[config.mk]
export PLATFORM = sky130hd
export DESIGN_NAME = avalon_block_reader_flat
export DESIGN_NICKNAME = d
export VERILOG_FILES = /design/src/rtl/avalon_block_reader_if.sv /design/src/rtl/avalon_block_reader.sv /design/src/flat_wrapper.sv
export SDC_FILE = /design/constraint.sdc
export NUM_CORES = 1
export LEC_CHECK = 0
export ABC_AREA = 1
export CAP_MARGIN = 25
export CORE_MARGIN = 5
export CORE_UTILIZATION = 52
export CTS_CLUSTER_DIAMETER = 150
export DETAILED_ROUTE_END_ITERATION = 8
export PLACE_DENSITY_LB_ADDON = 0.15
export SKIP_LAST_GASP = 1
export SYNTH_ARGS = -nofsm -noshare
export SYNTH_HDL_FRONTEND = slang
export SYNTH_SLANG_ARGS = --single-unit
[constraint.sdc]
create_clock -name clk -period 2.77 [get_ports clk]
set_clock_uncertainty 0.15 [all_clocks]
set_input_delay 0.4155 -clock clk [delete_from_list [all_inputs] [get_ports clk]]
set_output_delay 0.4155 -clock clk [all_outputs]
set_load 0.01 [all_outputs]
[src/rtl/avalon_block_reader_if.sv]
// Bus bundle for avalon_block_reader: Avalon-MM read host signals plus the
// valid/ready output stream.
//   master : the block reader (drives avm_address/avm_read/avm_byteenable and the
//            stream; receives waitrequest/readdata/readdatavalid and st_ready)
//   slave  : the opposite side (memory agent plus stream consumer)
// Define BLOCK_READER_LAST_EN to add st_last (end-of-block marker) to the stream.
interface avalon_block_reader_if #(
  parameter int unsigned ADDR_W = 16
);
  logic [ADDR_W-1:0] avm_address;
  logic              avm_read;
  logic [3:0]        avm_byteenable;
  logic              avm_waitrequest;
  logic [31:0]       avm_readdata;
  logic              avm_readdatavalid;
  logic [31:0]       st_data;
  logic              st_valid;
  logic              st_ready;
`ifdef BLOCK_READER_LAST_EN
  logic              st_last;
`endif

  modport master (
    output avm_address, avm_read, avm_byteenable, st_data, st_valid,
`ifdef BLOCK_READER_LAST_EN
    output st_last,
`endif
    input  avm_waitrequest, avm_readdata, avm_readdatavalid, st_ready
  );

  modport slave (
    input  avm_address, avm_read, avm_byteenable, st_data, st_valid,
`ifdef BLOCK_READER_LAST_EN
    input  st_last,
`endif
    output avm_waitrequest, avm_readdata, avm_readdatavalid, st_ready
  );
endinterface

[src/rtl/avalon_block_reader.sv]
// Avalon-MM host that reads num_words consecutive 32-bit words starting at
// base_addr and delivers them in order on a valid/ready stream through a
// show-ahead FIFO. Reads are only issued while the FIFO has room for every
// word already in flight, so the FIFO can never overflow.
// Ports:
//   clk, reset_n           clock, asynchronous active-low reset
//   start                  command strobe, sampled only when idle
//   base_addr, num_words   block byte address (bits [1:0] ignored) and word count
//   busy, done             block in progress / 1-cycle completion pulse
//   bus (master modport)   Avalon read signals and output stream
// Optional feature macro: BLOCK_READER_LAST_EN adds st_last on the final word of a block.
module avalon_block_reader #(
  parameter int unsigned ADDR_W       = 16,
  parameter int unsigned LEN_W        = 12,
  parameter int unsigned FIFO_DEPTH_W = 3
) (
  input  logic                clk,
  input  logic                reset_n,
  input  logic                start,
  input  logic [ADDR_W-1:0]   base_addr,
  input  logic [LEN_W-1:0]    num_words,
  output logic                busy,
  output logic                done,
  avalon_block_reader_if.master bus
);
  localparam int unsigned Depth = 2 ** FIFO_DEPTH_W;
`ifdef BLOCK_READER_LAST_EN
  localparam int unsigned FifoW = 33;
`else
  localparam int unsigned FifoW = 32;
`endif
  localparam logic [FIFO_DEPTH_W+1:0] CreditMax = (FIFO_DEPTH_W + 2)'(Depth);

  typedef enum logic [1:0] {StIdle, StIssue, StDrain, StDone} state_e;

  state_e                  state_q, state_d;
  logic [ADDR_W-1:0]       addr_q, addr_d;
  logic [LEN_W-1:0]        remaining_q, remaining_d;
  logic [FIFO_DEPTH_W:0]   outstanding_q, outstanding_d;
  logic                    zero_done_q, zero_done_d;

  logic [FifoW-1:0]        fifo_mem [Depth];
  logic [FIFO_DEPTH_W-1:0] wr_ptr_q, rd_ptr_q;
  logic [FIFO_DEPTH_W:0]   count_q;

  logic                    credit_ok, avm_read, accept, push, pop, fifo_valid;
  logic [FIFO_DEPTH_W+1:0] in_flight;
  logic [FifoW-1:0]        push_word, head;

  // Words requested but not yet consumed must all fit in the FIFO.
  assign in_flight  = {1'b0, outstanding_q} + {1'b0, count_q};
  assign credit_ok  = in_flight < CreditMax;
  // Credit cannot shrink without an accept, so a raised read stays raised while stalled.
  assign avm_read   = (state_q == StIssue) && credit_ok;
  assign accept     = avm_read && !bus.avm_waitrequest;
  // Returns with nothing outstanding are stale (e.g. from before a reset).
  assign push       = bus.avm_readdatavalid && (outstanding_q != '0);
  assign fifo_valid = (count_q != '0);
  assign pop        = fifo_valid && bus.st_ready;

`ifdef BLOCK_READER_LAST_EN
  logic last_word;
  // All reads issued and this is the only one left: it is the block's final word.
  assign last_word = (state_q == StDrain) && (outstanding_q == (FIFO_DEPTH_W + 1)'(1));
  assign push_word = {last_word, bus.avm_readdata};
  assign bus.st_last = fifo_valid && head[32];
`else
  assign push_word = bus.avm_readdata;
`endif

  assign head               = fifo_mem[rd_ptr_q];
  assign bus.st_valid       = fifo_valid;
  assign bus.st_data        = fifo_valid ? head[31:0] : 32'h0;
  assign bus.avm_read       = avm_read;
  assign bus.avm_address    = addr_q;
  assign bus.avm_byteenable = 4'hF;
  assign busy               = (state_q == StIssue) || (state_q == StDrain);
  assign done               = (state_q == StDone) || zero_done_q;

  always_comb begin
    state_d     = state_q;
    addr_d      = addr_q;
    remaining_d = remaining_q;
    zero_done_d = 1'b0;
    unique case (state_q)
      StIdle: begin
        if (start) begin
          if (num_words != '0) begin
            addr_d      = base_addr & ~ADDR_W'(3);
            remaining_d = num_words;
            state_d     = StIssue;
          end else begin
            zero_done_d = 1'b1;
          end
        end
      end
      StIssue: begin
        if (accept) begin
          addr_d      = addr_q + ADDR_W'(4);
          remaining_d = remaining_q - LEN_W'(1);
          if (remaining_q == LEN_W'(1)) state_d = StDrain;
        end
      end
      StDrain: begin
        if (outstanding_q == '0 && count_q == '0) state_d = StDone;
      end
      StDone:  state_d = StIdle;
      default: state_d = StIdle;
    endcase
  end

  always_comb begin
    outstanding_d = outstanding_q;
    unique case ({accept, push})
      2'b10:   outstanding_d = outstanding_q + (FIFO_DEPTH_W + 1)'(1);
      2'b01:   outstanding_d = outstanding_q - (FIFO_DEPTH_W + 1)'(1);
      default: outstanding_d = outstanding_q;
    endcase
  end

  always_ff @(posedge clk or negedge reset_n) begin
    if (!reset_n) begin
      state_q       <= StIdle;
      addr_q        <= '0;
      remaining_q   <= '0;
      outstanding_q <= '0;
      zero_done_q   <= 1'b0;
    end else begin
      state_q       <= state_d;
      addr_q        <= addr_d;
      remaining_q   <= remaining_d;
      outstanding_q <= outstanding_d;
      zero_done_q   <= zero_done_d;
    end
  end

  always_ff @(posedge clk or negedge reset_n) begin
    if (!reset_n) begin
      wr_ptr_q <= '0;
      rd_ptr_q <= '0;
      count_q  <= '0;
    end else begin
      if (push) wr_ptr_q <= wr_ptr_q + FIFO_DEPTH_W'(1);
      if (pop)  rd_ptr_q <= rd_ptr_q + FIFO_DEPTH_W'(1);
      unique case ({push, pop})
        2'b10:   count_q <= count_q + (FIFO_DEPTH_W + 1)'(1);
        2'b01:   count_q <= count_q - (FIFO_DEPTH_W + 1)'(1);
        default: count_q <= count_q;
      endcase
    end
  end

  // Storage needs no reset: st_data is masked whenever the FIFO is empty.
  always_ff @(posedge clk) begin
    if (push) fifo_mem[wr_ptr_q] <= push_word;
  end
endmodule

[src/flat_wrapper.sv]
// flat-port wrapper written by rule: the top's interface ports become plain ports
module avalon_block_reader_flat 
#(
  parameter int unsigned ADDR_W       = 16,
  parameter int unsigned LEN_W        = 12,
  parameter int unsigned FIFO_DEPTH_W = 3
)
  (clk, reset_n, start, base_addr, num_words, busy, done, bus_avm_address, bus_avm_read, bus_avm_byteenable, bus_st_data, bus_st_valid, bus_avm_waitrequest, bus_avm_readdata, bus_avm_readdatavalid, bus_st_ready);
  avalon_block_reader_if #(.ADDR_W(ADDR_W)) bus_i ();
  input  logic clk;
  input  logic reset_n;
  input  logic start;
  input  logic [ADDR_W-1:0] base_addr;
  input  logic [LEN_W-1:0] num_words;
  output logic busy;
  output logic done;
  output wire logic [$bits(bus_i.avm_address)-1:0] bus_avm_address;
  output wire logic [$bits(bus_i.avm_read)-1:0] bus_avm_read;
  output wire logic [$bits(bus_i.avm_byteenable)-1:0] bus_avm_byteenable;
  output wire logic [$bits(bus_i.st_data)-1:0] bus_st_data;
  output wire logic [$bits(bus_i.st_valid)-1:0] bus_st_valid;
  input wire logic [$bits(bus_i.avm_waitrequest)-1:0] bus_avm_waitrequest;
  input wire logic [$bits(bus_i.avm_readdata)-1:0] bus_avm_readdata;
  input wire logic [$bits(bus_i.avm_readdatavalid)-1:0] bus_avm_readdatavalid;
  input wire logic [$bits(bus_i.st_ready)-1:0] bus_st_ready;
  assign bus_avm_address = bus_i.avm_address;
  assign bus_avm_read = bus_i.avm_read;
  assign bus_avm_byteenable = bus_i.avm_byteenable;
  assign bus_st_data = bus_i.st_data;
  assign bus_st_valid = bus_i.st_valid;
  assign bus_i.avm_waitrequest = bus_avm_waitrequest;
  assign bus_i.avm_readdata = bus_avm_readdata;
  assign bus_i.avm_readdatavalid = bus_avm_readdatavalid;
  assign bus_i.st_ready = bus_st_ready;
  avalon_block_reader #(.ADDR_W(ADDR_W), .LEN_W(LEN_W), .FIFO_DEPTH_W(FIFO_DEPTH_W)) u_core (.clk(clk), .reset_n(reset_n), .start(start), .base_addr(base_addr), .num_words(num_words), .busy(busy), .done(done), .bus(bus_i));
endmodule
==> run summary <==
==========================================================================================
Share of post-route cells with drive strength above 1                                13.8%
Number of port buffers                                                                 113
Stage delay of the slowest cell on the critical path                                540 ps
Global-route usage over all layers                                                   20.4%
CTS Buffer Depth                                                                         3
Num ports                                                                              122
Critical-path top delay cell                                                       dfrtp_4
Clock insertion delay at the later pin of the skew report                           550 ps
Clock-pin slew on the worst setup and hold paths                                     60 ps
Fill cells                                                                            1780
Root buffer cell                                                                 clkbuf_16
Initial Util                                                                         53.1%
Aggregate routed wire length                                                      30500 µm
Arrival time reported for the critical path endpoint                               2240 ps
Share of synthesized cell area in full adder, half adder and majority cells          2.04%
Max capacitance violation total                                                          0
Crit path max fanout                                                                     8
Clock tree from TritonCTS                                                             done
Final setup vio count                                                                    2
Xor/xnor share of the synthesized area                                              0.741%
Power per standard cell area                                                   1140 nW/µm²
CP endpoint kind                                                              primary output
Vias after detailed routing                                                           9013
Final max-slew violation count                                                           0
Syn Area/Cell                                                                     11.1 µm²
Critical setup path kind                                                      flop to primary output
Area of the core region                                                          24500 µm²
Die Wd                                                                              168 µm
Required @ worst endpoint                                                          2200 ps
Die H                                                                               168 µm
Rows                                                                                    57
Chain of cells forming the critical path                                      buf_12, buf_12, bufbuf_16, o21ai_1, o22ai_1, nor2_1, nor2_2, buf_2
Cell Count Post-Placement                                                             1584
Tightest Hold Check Type                                                      primary input to async pin
Most frequent cell on the critical path                                             buf_12
Sort of element at the start of the critical path                                     flop
HPWL after DPL                                                                    17000 µm
Max_slew headroom                                                                    64.2%
Non-filler cells, final                                                               1667
Detailed-route vias per instance                                                      5.41
Result of the run                                                             complete, but fails checks
Cell count after synthesis                                                            1166
Proportion of register bits with asynchronous set or reset after synthesis           14.4%
Post-detailed-route count of antenna-violating nets                                      0
Post-synthesis compound-gate area fraction                                           9.75%
Share of the cycle needed by the critical path after routing                          101%
Crit path buffers/inverters                                                              4
Simple-Gate Fraction of Synth Area                                                   13.7%
# DRC                                                                                    0
Violated checks                                                               setup timing
Standby leakage power                                                              6.15 nW
Place WS                                                                            152 ps
Final worst setup slack                                                           -36.4 ps
Largest net degree at the start of global routing                                       41
Count of state elements after synthesis                                                299
Fin crit period                                                                    2810 ps
# clock sinks                                                                          299
Worst path top cell family by delay                                           buffers and inverters
Achievable clock frequency                                                         356 MHz
Slew at the pin closest to its max-slew limit                                       538 ps
Main synth FF type                                                                edfxtp_1
Number of flops mapped to enable cells by yosys                                        256
Die Area                                                                         28300 µm²
Initial antenna violation count                                                          0
Combinational family with the most area after synthesis                       simple AND/OR/NAND/NOR gates
Initial DRT Pass Iterations                                                              5
Routability Congestion                                                               0.817
RSZ-0062 raised after global routing                                                   yes
Hold Slack                                                                          227 ps
Net count, final                                                                      1404
Detail-routed net length per standard cell                                         18.3 µm
Synthesis Warnings                                                                       0
Fin Setup TNS                                                                     -54.7 ps
Aggregate global routing overflow                                                        0
Library cells used by synthesis                                                         38
CTS H-Tree Depth                                                                         1
Syn Std Cell Area                                                                13000 µm²
Number of hold violations in the final report                                            0
Share of synthesized area occupied by flip-flops and latches                         67.4%
CTS Buf Count                                                                           31
First-pass GRT wire length                                                        46400 µm
Worst vdd rail ir drop                                                            0.723 mV
Violation count after the first detailed-route iteration                               711
Number of global-route vias before repair                                             8763
Fraction of synthesized area in multiplexers                                         2.70%
Signed area change from the synthesized netlist to the final layout                  24.8%
==========================================================================================
==> Yosys cell counts (all sizes together) (2+ instances only) <==
cell / count / area, µm²
nand4: 5 / 31.3
clkbuf: 39 / 146
ha: 18 / 225
or2: 5 / 31.3
a31oi: 2 / 12.5
inv: 46 / 173
nand3b: 3 / 22.5
o21bai: 2 / 15.0
o22ai: 32 / 200
edfxtp: 256 / 7690
dfrtp: 43 / 1080
conb: 2 / 7.51
xnor2: 5 / 43.8
o21a: 2 / 15.0
xor2: 6 / 52.6
mux2i: 35 / 350
nand2: 162 / 608
nand3: 27 / 153
o21ai: 186 / 931
nor2: 244 / 918
fa: 2 / 40.0
buf: 24 / 148
a21oi: 14 / 70.1
==> sequential cells by signal, summed over array words and instances (netlist names) <==
register and cells:
u_core.bus.avm_address 14, u_core.count_q 4, u_core.fifo_mem 256, u_core.outstanding_q 4, u_core.rd_ptr_q 3, u_core.remaining_q 12, u_core.state_q 2, u_core.wr_ptr_q 3
u_core.zero_done_q 1
==> path summary, 6_finish.rpt <==
| kind | startpoint | endpoint | slack [ps] | cells after the start |
|---|---|---|---|---|
| worst max register to register | u_core.count_q[2] | u_core.outstanding_q[3] | 220 | 11 |
| max in group asynchronous | reset_n | u_core.zero_done_q | 1640 | 3 |
| worst min-delay path | reset_n | u_core.bus.avm_address[11] | 230 | 2 |
| worst min register to register | u_core.remaining_q[1] | u_core.remaining_q[1] | 360 | 2 |
| worst max-delay path | u_core.rd_ptr_q[0] | bus_st_data[4] | -40 | 8 |
| min in group clk | start | u_core.zero_done_q | 290 | 3 |
==> what timing repair did <==
| action | in CTS | in global routing |
|---|---|---|
| endpoints found under the hold margin | 18 | 0 |
| hold buffers | 1 | 0 |
| gates resized for setup | 146 | 77 |
| pin swaps | 24 | 35 |
| buffers inserted | 13 | 5 |
| endpoints found under the setup margin | 33 | 32 |
| gates cloned | 5 | 7 |
==> worst reg2reg max path: stages, from the launching register on <==
cell and delay (ps):
dfrtp_1 420, ha_1 200, or2_1 230, nor2_2 110, nand3_2 130, ha_1 260
ha_1 330, a21oi_1 160, nand2_1 70, a21oi_1 110, o21ai_0 110, xnor2_1 140
==> metal layers <==
layer	part of all wire, %	global-route usage (%)
met1	43	27.7
met2	49	35.2
met3	6.1	3.14
met4	2.1	4.69
met5	0	0
==> layout by cell type (no fill, tap or decap), types with 3 or more instances in the layout <==
master           count
clkbuf_16           36
conb_1               6
clkdlybuf4s50_1     79
o21ai_0            107
xor2_1               6
clkinv_1             8
inv_1               45
mux2i_1             35
ha_1                18
o21ai_2              5
nand3b_1             3
buf_12              20
dfrtp_1             41
nand2_1            162
clkbuf_1             6
clkinv_2             4
nand3_1             25
buf_2               21
clkinvlp_4           3
a21oi_1             14
edfxtp_1           256
bufinv_16            4
or2_2                4
nor2_1             214
buf_4               29
nor2_2              21
xnor2_1              5
nor2_4               9
clkbuf_2            10
o21ai_1             74
buf_6                5
nand4_1              5
o22ai_1             32
==> cells by family (layout without fill, tap and decap cells) <==
logic type,after synthesis,after routing
other,2,7
AO/OA/AOI/OAI,241,241
buffers and inverters,110,282
XOR/XNOR,11,11
flip-flops,299,299
adder cells (fa/ha/maj),20,20
multiplexers,35,35
AND/OR/NAND/NOR,448,448
==> stage by stage <==
stage | util, % | cell area [µm²] | total power, mW
finish | 66.3 | 16200 | 18.5
global route | 66.3 | 16200 | 19.8
CTS | 65.7 | 16100 | 18.3
global placement | 60.6 | 14800 | 13.8
detailed placement | 60.6 | 14800 | 13.9
floorplan | - | 13000 | 10.8
==> power by group <==
part	switching, mW	internal, mW
sequential	0.543	5.81
combinational	4.73	3.39
clock	1.65	2.41
total	6.93	11.6
==> layout make-up <==
cell class	instances	area [µm²]	share of cell area [%]
flip-flops and latches	299	8770	54.1
multi-input cells	761	3910	24.1
repair buffers	177	1910	11.8
clock buffers	37	798	4.92
well taps	324	405	2.50
inverters	47	203	1.25
clock inverters	20	201	1.24
repair inverters	1	11.3	0.0695
diodes	1	2.50	0.0154
No activity file was read; power rests on OpenSTA's default activity.
